[config.mk]
export PLATFORM = sky130hd
export DESIGN_NAME = mem_port_arbiter
export DESIGN_NICKNAME = d
export VERILOG_FILES = /design/src/rtl/mem_port_arbiter.sv
export SDC_FILE = /design/constraint.sdc
export NUM_CORES = 1
export LEC_CHECK = 0
export ABC_AREA = 1
export CORE_AREA = 2 2 332 334
export CTS_CLUSTER_SIZE = 28
export DETAILED_ROUTE_END_ITERATION = 10
export DIE_AREA = 0 0 334 336
export GPL_TIMING_DRIVEN = 1
export PLACE_DENSITY_LB_ADDON = 0.3
export SYNTH_ARGS = -nofsm -noshare
export SYNTH_HDL_FRONTEND = slang
export SYNTH_SLANG_ARGS = --single-unit
[constraint.sdc]
create_clock -name clk -period 2.3 [get_ports clk]
set_clock_uncertainty 0.1 [all_clocks]
set_input_delay 0.46 -clock clk [delete_from_list [all_inputs] [get_ports clk]]
set_output_delay 0.46 -clock clk [all_outputs]
set_load 0.005 [all_outputs]
[src/rtl/mem_port_arbiter.sv]
// Shares one external memory port between the ICACHE and DCACHE refill/write-back engines.
// Registered round-robin grant, owner-only routing of ready/rdata, sticky protocol-error flag.
module mem_port_arbiter #(
  parameter int ADDR_W  = 28,
  parameter int DATA_W  = 128,
  parameter int TIMEOUT = 1023
) (
  input  logic              clk,
  input  logic              rst_n,
  input  logic              ic_mem_read,
  input  logic              ic_mem_write,
  input  logic [ADDR_W-1:0] ic_mem_addr,
  input  logic [DATA_W-1:0] ic_mem_wdata,
  output logic [DATA_W-1:0] ic_mem_rdata,
  output logic              ic_mem_ready,
  input  logic              dc_mem_read,
  input  logic              dc_mem_write,
  input  logic [ADDR_W-1:0] dc_mem_addr,
  input  logic [DATA_W-1:0] dc_mem_wdata,
  output logic [DATA_W-1:0] dc_mem_rdata,
  output logic              dc_mem_ready,
  output logic              mem_read,
  output logic              mem_write,
  output logic [ADDR_W-1:0] mem_addr,
  output logic [DATA_W-1:0] mem_wdata,
  input  logic [DATA_W-1:0] mem_rdata,
  input  logic              mem_ready,
  output logic              proto_err
);

  localparam int CNT_W = (TIMEOUT < 1) ? 1 : $clog2(TIMEOUT + 1);
  localparam logic [CNT_W-1:0] TO_LIMIT = CNT_W'(TIMEOUT);

  localparam logic [1:0] IDLE    = 2'd0;
  localparam logic [1:0] GRANT_I = 2'd1;
  localparam logic [1:0] GRANT_D = 2'd2;

  logic [1:0]       state_r;
  logic [1:0]       state_nxt_s;
  logic             last_d_r;
  logic [CNT_W-1:0] to_cnt_r;
  logic             ic_req_s;
  logic             dc_req_s;
  logic             granted_s;
  logic             own_req_s;
  logic             err_s;

  assign ic_req_s  = ic_mem_read | ic_mem_write;
  assign dc_req_s  = dc_mem_read | dc_mem_write;
  assign granted_s = (state_r == GRANT_I) || (state_r == GRANT_D);
  // The shared strobes already follow the owner, so they double as the owner's request.
  assign own_req_s = mem_read | mem_write;

  // Route the owner's request to memory and the memory response back to the owner only.
  always_comb begin
    mem_read     = 1'b0;
    mem_write    = 1'b0;
    mem_addr     = {ADDR_W{1'b0}};
    mem_wdata    = {DATA_W{1'b0}};
    ic_mem_ready = 1'b0;
    ic_mem_rdata = {DATA_W{1'b0}};
    dc_mem_ready = 1'b0;
    dc_mem_rdata = {DATA_W{1'b0}};
    case (state_r)
      GRANT_I: begin
        mem_read     = ic_mem_read;
        mem_write    = ic_mem_write;
        mem_addr     = ic_mem_addr;
        mem_wdata    = ic_mem_wdata;
        ic_mem_ready = mem_ready;
        ic_mem_rdata = mem_rdata;
      end
      GRANT_D: begin
        mem_read     = dc_mem_read;
        mem_write    = dc_mem_write;
        mem_addr     = dc_mem_addr;
        mem_wdata    = dc_mem_wdata;
        dc_mem_ready = mem_ready;
        dc_mem_rdata = mem_rdata;
      end
      default: begin
        mem_read = 1'b0;
      end
    endcase
  end

  // Grant selection in IDLE; release on completion or when the owner abandons its request.
  always_comb begin
    state_nxt_s = state_r;
    case (state_r)
      IDLE: begin
        if (ic_req_s && dc_req_s) begin
          state_nxt_s = last_d_r ? GRANT_I : GRANT_D;
        end else if (ic_req_s) begin
          state_nxt_s = GRANT_I;
        end else if (dc_req_s) begin
          state_nxt_s = GRANT_D;
        end else begin
          state_nxt_s = IDLE;
        end
      end
      GRANT_I, GRANT_D: begin
        if (mem_ready || !own_req_s) begin
          state_nxt_s = IDLE;
        end else begin
          state_nxt_s = state_r;
        end
      end
      default: state_nxt_s = IDLE;
    endcase
  end

  // Protocol violations: read+write together, owner drop without completion, or wait limit hit.
  always_comb begin
    err_s = 1'b0;
    if (granted_s) begin
      err_s = (mem_read && mem_write) ||
              (!mem_ready && !own_req_s) ||
              (!mem_ready && (to_cnt_r >= (TO_LIMIT - CNT_W'(1))));
    end else begin
      err_s = 1'b0;
    end
  end

  // State, fairness pointer, wait counter and sticky error flag.
  always_ff @(posedge clk) begin
    if (!rst_n) begin
      state_r   <= IDLE;
      last_d_r  <= 1'b0;
      to_cnt_r  <= {CNT_W{1'b0}};
      proto_err <= 1'b0;
    end else begin
      state_r <= state_nxt_s;
      if ((state_r == IDLE) && (state_nxt_s != IDLE)) begin
        last_d_r <= (state_nxt_s == GRANT_D);
      end
      // Counter rests at zero in IDLE so every grant starts counting from a clean value.
      if (!granted_s) begin
        to_cnt_r <= {CNT_W{1'b0}};
      end else if (!mem_ready && (to_cnt_r != TO_LIMIT)) begin
        to_cnt_r <= to_cnt_r + CNT_W'(1);
      end
      if (err_s) begin
        proto_err <= 1'b1;
      end
    end
  end

endmodule

Yosys cells after proc, flatten, opt, wreduce, memory -nomap -nowiden
Index checks and enable logic that the tools add are counted.
Cells by class
  $add $sub $neg: 1
  multiply operators: 0
  div/mod/pow operators: 0
  $lt $le $gt $ge: 1
  equal/unequal tests: 4
  shifts and indexed selects: 0
  multiplexer cells: 15
  bitwise gates (word level): 3
  reduce and logical (&&, ||, !) cells: 16
Operator list (number)
  2-to-1 mux 128 bit: 2
  case mux 128 bit (2 select lines): 1
  case mux 28 bit (2 select lines): 1
  adder 10 x 1 -> 10 bit, second input constant: 1
  >= comparator 10 bit, second input constant: 1
  2-to-1 mux 2 bit: 5
  != test 10 bit, second input constant: 1
  logical AND 1 bit: 6
  equality test 2 bit, second input constant: 2
  logical OR 1 bit: 4
  case mux 1 bit (2 select lines): 2
  case mux 2 bit (2 select lines): 1
  2-to-1 mux 1 bit: 3
  bitwise OR 1 bit: 3
  equality test 2 x 1 -> 1 bit, second input constant: 1
  logical NOT 1 bit: 2
  logical NOT 2 bit: 1
  AND reduction 2 bit: 1
  nonzero test 2 bit: 1
  OR reduction 2 bit: 1
Word-level totals
  flip-flop bits (word level): 14
  bits in latches: 0
  memory bits (writable): 0
  memory bits (read-only): 0
  input port bits: 447
  output and inout bits: 417
  word-level logic and storage cells: 44
  memories: 0

Longest topological paths before layout
Gate-level depths: netlist of run 1.
  depth after elaboration: 9
  mapped depth: 13
  depth with buffers taken out: 12

Worst setup path after synthesis of run 1
OpenSTA, ideal clock, no wires.
  path type: register to output
  start: register state_r[0]
  end: output mem_wdata[12]
  data arrival time: 1.458 ns
  setup slack: 0.282 ns
  stages on the path, launching flop included: 7
  path through: dfxtp_1 -> inv_1 -> ha_1 -> inv_1 -> clkbuf_1 -> buf_1 -> a21oi_1
Between the ends
  word-level cells in the longest chain between the ends: 2
  elaborated cells on any way between the ends: 3
Ends and longest elaborated chain
  start, declared: line 38  | logic [1:0] state_r;
  start signal, assigned: line 133  | state_r <= state_nxt_s;
  equality test 2 bit or equality test 2 x 1 -> 1 bit (tied branches): line 64  | case (state_r)
  case mux 128 bit (2 select lines) *: line 64
  end, declared: line 25  | output logic [DATA_W-1:0] mem_wdata,
Every way passes the cells marked *; elsewhere a longest branch is shown, timed or not.

Final worst setup path of run 1
  start: register state_r[1]
  end: output ic_mem_rdata[116]
Between the ends
  word-level cells in the longest chain between the ends: 2
Ends and longest elaborated chain
  equality test 2 x 1 -> 1 bit: line 64
  2-to-1 mux 128 bit: line 64
  end, declared: line 14  | output logic [DATA_W-1:0] ic_mem_rdata,
Every way passes these cells.

==> out/metrics.yaml, run 1 <==
run_status:
  status: "complete, but fails checks"
  violations: "setup timing"
worst_setup_path:
  cp.required_ns: 1.74
  reg2reg_depth: 17
  cp_common_cell: "buf_12"
  crit_path_top_delay_cell: "dfxtp_2"
  cp-start-kind: "register"
  crit_path_cell_trace: "inv_2 -> buf_6 -> ha_4 -> buf_12 -> buf_8 -> buf_12 -> buf_12 -> buf_12 -> buf_8 -> nand2_2 -> inv_1 -> dlymetal6s2s_1"
  endpoint_kind: "output port"
  crit_buf_inv: 10
  reg2reg_to: "state_r[1]"
  max_stage_delay_ns: 0.34
  r2r_start: "state_r[1]"
  path_max_fanout: 7
  reg2reg_slack_ns: 0.14
  critPathTopFamily: "buffers and inverters"
  startpoint: "state_r[1]"
  crit_type: "register to output port"
  cp.arrival_ns: 1.97
die:
  core_sq_mm: 0.108
  ios: 864
  initial_core_util_pct: 4.72
  die_area_sq_mm: 0.112
  rows: 121
  fp.dieW_microns: 334
  fp.dieH_microns: 336
routing:
  vias_per_cell: 3.22
  drt_iter0_drc: 575
  drt_wl_total_microns: 87400
  num_vias: 11973
  dr.pass1.iters: 5
  routedWlPerCell_microns: 23.5
  drtAntennaViolNets: 0
  drc: 0
global_routing:
  globalRouteOverflowTotal: 0
  grt.total_usage_pct: 13.5
  antenna_found_initial: 46
  grt_pass1_vias: 11079
  grt_pass1_wl_microns: 103000
  grt_start_max_net_pins: 42
sta:
  fin_crit_ns: 2.53
  fmax_mhz: 395
  whs_ns: 0.390
  rsz0062_at_grt: "true"
  worst_pin_slew_ns: 0.370
  period_share_pct: 110
  relSlewSlack_pct: 75.3
  layout_setup_ws_ns: -0.230
  setup_viol: 300
  slew_viol_final: 0
  final_hold_viol_count: 0
pwr:
  swShare_pct: 45.0
  power_density_mw_per_mm2: 438
  clock_power_share_pct: 4.0
  vdd_drop_max_mv: 0.198
  comb_power_share_pct: 93.1
  p_seq_share_pct: 2.9
  power.switching_mw: 4.25
  total_power_mw: 9.45
  p_leak_nw: 12.5
  p_int_mw: 5.19
synth:
  seq_area_frac_synth_pct: 5.48
  netlist_instances: 1199
  syn_area_sq_mm: 0.00511
  ys_top_cells_by_count: "nand2_1, inv_1, a21oi_1, clkbuf_1, buf_2"
  synthArstFlopShare_pct: 0
  synth_most_common_cell: "nand2_1"
  synth_ff_type: "dfxtp_1"
  ys_ff_latch: 14
  syn_area_per_cell_sq_um: 4.26
  yosys-top-cells-area: "nand2_1, inv_1, a21oi_1"
  yosys.area.top_type_share_pct: 45.0
  synth_edf_count: 0
  yosysTopAreaCell: "nand2_1"
  ys_warn_count: 0
  ys_types: 23
  syn_nets: 1652
clocking:
  clock_path_buffers: 2
  cts_sinks: 14
  cts_hold_buf: 0
  clk_pin_slew_ns: 0.05
  cts_made_buffers: 3
  cts_root_buf: "clkbuf_16"
  htree_num_levels: 1
  tritoncts: "yes"
  worstSkewPairLatency_ns: 0.25
min_path:
  holdPathStages: 2
  hold_class: "register to register"
  min_to: "to_cnt_r[6]"
  worstHoldStart: "to_cnt_r[6]"
final_layout:
  fin_nets: 2753
  syn2layout_area_growth_pct: 322
  drive_gt1_share_pct: 41.5
  nFillCells: 12303
place:
  portBuffers: 863
  gp_congestion: 0.896
  place_hpwl_microns: 69300
run:
  maxCapViolations: 0
-- cell usage in the layout (no fill, tap or decap), drive strengths merged, types with 5 or more instances in the layout --
cell type	count
ha	6
buf	487
clkbuf	86
clkdlybuf4s50	467
nor2	9
nand3	11
o21ai	5
dlymetal6s2s	140
dfxtp	14
a21oi	165
inv	281
nand2	614
-- worst max path at each step --
stage,endpoint,slack (ns),cells past startpoint
floorplan,mem_wdata[12],0.28,6
global placement,mem_wdata[106],-0.70,6
detailed placement,mem_wdata[106],-0.67,6
CTS,mem_wdata[100],-0.48,10
global route,ic_mem_rdata[116],-0.30,12
finish,ic_mem_rdata[116],-0.23,12
-- sequential cells by signal, summed over array words and instances (netlist names) --
| register | flops |
|---|---|
| state_r | 2 |
| last_d_r | 1 |
| proto_err | 1 |
| to_cnt_r | 10 |
-- power by group through the flow --
stage / clock network [mW] / registers [mW] / logic [mW]
6_report: 0.376 / 0.276 / 8.80
2_1_floorplan: 0 / 0.277 / 1.46
3_5_place_dp: 0 / 0.278 / 5.20
3_3_place_gp: 0 / 0.278 / 5.25
5_1_grt: 0.395 / 0.277 / 9.22
4_1_cts: 0.385 / 0.276 / 6.21
-- area by class of cell --
type / count / area [sq um] / share of cell area, %
clock buffer: 4 / 88.8 / 0.412
multi-input combinational: 821 / 5420 / 25.1
sequential: 14 / 283 / 1.31
inverter: 282 / 1090 / 5.03
timing repair buffer: 1178 / 12900 / 59.9
antenna: 3 / 7.51 / 0.0348
tap: 1414 / 1770 / 8.20
-- per-layer routing --
metal	wire [microns]	GRT usage, %
met1	39500	17.6
met2	39900	22.1
met4	1610	1.78
met3	6140	4.16
met5	193	0
-- stage by stage --
stage	std cells	setup TNS, ns	util [%]	instance area (sq um)	setup slack, ns
2_1_floorplan	1199	0	-	5110	0.282
3_3_place_gp	3504	-48.05	15.1	16400	-0.703
3_5_place_dp	3504	-39.82	15.1	16400	-0.667
4_1_cts	3567	-99.68	16.3	17700	-0.478
5_1_grt	3715	-50.20	19.9	21600	-0.295
6_report	3716	-31.42	19.9	21600	-0.230
-- repair_timing --
action                     4_1_cts  5_1_grt
buffers inserted                45      138
cloned                          14       31
pin swaps                       13       81
setup endpoints to repair      409      414
resized for setup              514     1159
-- cell families after synthesis --
| logic type | count (synthesis) | synth area share, % |
|---|---|---|
| compound gates | 173 | 17.2 |
| fa+ha+maj | 6 | 1.47 |
| xor+xnor | 2 | 0.343 |
| flops | 14 | 5.48 |
| buf+inv | 364 | 27.7 |
| simple gates | 640 | 47.8 |
-- tightest hold or removal path: stages, from the launching register on --
cell	delay, ns
dfxtp_1	0.33
inv_1	0.07
a21oi_2	0.04
(Power assumes the default switching activity.)
==> inputs of run 2 (changes only) <==
- CAP_MARGIN: unset -> 20
==> results of run 2 <==
Final layout, timing and power as in run 1 (identical DEF).
==> inputs of run 3 (changes only) <==
- clock period: 2.3 -> 2.6 ns (I/O delays scaled with it)
==> run 3 against run 2 <==
The flow still finishes with violations (setup timing). Sequential power is 12% lower. Setup slack improved by 0.11 ns. Core utilization shrank 2.9 points. Routed wire length decreased by 8.2%. First-iteration DRC count decreased by 9.4%. Register-to-register slack gained 0.32 ns. Die area unchanged. Hold slack gained 0.0025 ns. Largest power group unchanged. Global-route usage shrank 0.20 points. Non-clock buffer count down 100. Final cell count decreased by 2.6%. Cell area shrank 15%.
==> out/metrics.yaml, run 3 (same netlist as run 1, synthesis figures left out) <==
worst_setup_path:
  crit_type: "register to output port"
  cp_common_cell: "buf_12"
  max_stage_delay_ns: 0.51  # +0.17 ns
  cp-start-kind: "register"
  crit_path_top_delay_cell: "clkdlybuf4s50_1"
  cp.required_ns: 1.98  # +0.24 ns
  crit_path_cell_trace: "inv_2 -> ha_4 -> inv_6 -> buf_12 -> buf_12 -> a21oi_2 -> buf_4 -> clkdlybuf4s50_1"
  path_max_fanout: 35  # +28
  crit_buf_inv: 6  # -4
  reg2reg_depth: 17  # unchanged
  cp.arrival_ns: 2.10  # +0.13 ns
  endpoint_kind: "output port"
  critPathTopFamily: "buffers and inverters"
  worstSetupPathDepth: 8  # -4
final_layout:
  final_cell_mix: "nand2_1, clkdlybuf4s50_1, inv_1"
  finalInstanceArea_sq_mm: 0.0184  # -15%
  top_regs: "to_cnt_r: 10 flops, state_r: 2 flops"
  largest_reg_flops: 10  # unchanged
  nFillCells: 12603  # +2.4%
  fin_nets: 2653  # -3.6%
  drive_gt1_share_pct: 22.2  # -19 points
  regMostFlops: "to_cnt_r"
  syn2layout_area_growth_pct: 261
  regArea_sq_um: 283  # unchanged
  multiInputGateArea_sq_mm: 0.00399  # -26%
  final_common_cell: "nand2_1"
die:
  fp.dieH_microns: 336  # unchanged
  fp.dieW_microns: 334  # unchanged
  initial_core_util_pct: 4.72  # unchanged
  ios: 864  # unchanged
  rows: 121  # unchanged
  die_area_sq_mm: 0.112  # unchanged
  core_sq_mm: 0.108  # unchanged
clocking:
  htree_num_levels: 1  # unchanged
  tritoncts: "yes"
  clock_path_buffers: 2  # unchanged
  cts_made_buffers: 3  # unchanged
  worstSkewPairLatency_ns: 0.24  # about the same
  clk_pin_slew_ns: 0.04  # about the same
  cts_sinks: 14  # unchanged
  cts_hold_buf: 0  # unchanged
  cts_root_buf: "clkbuf_16"
routing:
  num_vias: 11280  # -5.8%
  drt_iter0_drc: 521  # -9.4%
  drt_wl_total_microns: 80200  # -8.2%
  routedWlPerCell_microns: 22.2  # -5.7%
  dr.pass1.iters: 6  # +1
  vias_per_cell: 3.12  # -3.3%
  drtAntennaViolNets: 0  # unchanged
  drc: 0  # unchanged
sta:
  period_share_pct: 105
  layout_setup_ws_ns: -0.123  # +0.106 ns
  fmax_mhz: 367
  finalSetupTns_ns: -0.198  # +31.22 ns
  setup_viol: 4  # -99%
  rsz0062_at_grt: "true"
  final_hold_viol_count: 0  # unchanged
  worst_pin_slew_ns: 0.427  # +0.0569 ns
  slew_viol_final: 0  # unchanged
  relSlewSlack_pct: 71.5  # -3.8 points
  fin_crit_ns: 2.72
pwr:
  total_power_mw: 6.12  # -35%
  power_density_mw_per_mm2: 332  # -24%
  p_leak_nw: 10.7  # -15%
  vdd_drop_max_mv: 0.222  # +12%
min_path:
  hold_class: "register to register"
  holdPathStages: 2  # unchanged
global_routing:
  grt.total_usage_pct: 13.3  # -0.20 points
  antenna_found_initial: 33  # -28%
  globalRouteOverflowTotal: 0  # unchanged
  grt_pass1_wl_microns: 102000  # -0.67%
  grt_start_max_net_pins: 36  # -14%
  grt_pass1_vias: 11032  # -0.42%
run:
  maxCapViolations: 0  # unchanged
run_status:
  status: "complete, but fails checks"
  violations: "setup timing"
place:
  placed_area_sq_mm: 0.0165  # +0.37%
  gp_congestion: 0.887  # -0.98%
  pre_cts_ws_ns: -0.465  # +0.202 ns
  portBuffers: 863  # unchanged
  place_hpwl_microns: 67600  # -2.4%
## run 3: cell count changes in the layout (fill, tap and decap cells not counted), moves of 66 or more
cell and change:
nand2_1 +150, dlygate4sd2_1 +145, buf_6 -121, nand2_2 -93
a21oi_4 -66
## run 3: timing repair
| action | in CTS | in global routing |
|---|---|---|
| gates cloned | 17 | 9 |
| gates resized for setup | 462 | 393 |
| pin swaps | 8 | 35 |
| setup buffers | 47 | 43 |
| hold endpoints to repair | 0 | 0 |
| endpoints found under the setup margin | 319 | 254 |
## run 3: worst paths after layout
| kind | startpoint | end | slack, ns |
|---|---|---|---|
| worst max register to register | state_r[0] | last_d_r | 0.46 |
| worst max-delay path | state_r[0] | mem_wdata[96] | -0.12 |
| worst min-delay path | to_cnt_r[6] | to_cnt_r[6] | 0.39 |
| worst min register to register | to_cnt_r[6] | to_cnt_r[6] | 0.39 |
## run 3: report_power, final
group | switching, mW | internal [mW] | total (mW)
Clock | 0.0881 | 0.201 | 0.289
Sequential | 0.0112 | 0.232 | 0.243
Combinational | 2.67 | 2.91 | 5.58
## run 3: layer usage
layer | GRT usage (%) | wire length (microns) | vias to the layer above
met2 | 22.2 | 37100 | 570
li1 | - | - | 5469
met3 | 2.59 | 5290 | 72
met1 | 18.1 | 36700 | 5163
met4 | 1.49 | 1120 | 6
met5 | 0 | 38 | -
## run 3: worst reg2reg max path, cell delays in order, from the launching register on
cell     delay (ns)
dfxtp_2        0.32
inv_2          0.08
buf_6          0.10
ha_4           0.19
buf_6          0.12
buf_12         0.13
buf_12         0.17
nand2_1        0.05
nand2_1        0.06
nand2_1        0.07
buf_4          0.14
nand2_1        0.13
nand3_1        0.09
nand2_1        0.09
nand3_1        0.07
nand2_1        0.06
inv_1          0.04
nor2_1         0.08
## run 3: layout make-up
type,count,share of cell area [%]
antenna,7,0.0950
clock buffer,3,0.407
inverter,282,5.78
multi-input combinational,821,21.6
sequential,14,1.53
tap,1414,9.59
timing repair buffer,1078,60.9
## run 3: per-stage QoR
step	cells	util (%)	hold WS (ns)
floorplan	1199	-	0.357
global placement	3503	15.2	0.381
detailed placement	3503	15.2	0.382
CTS	3568	16.2	0.391
global route	3615	17.0	0.419
finish	3619	17.0	0.393
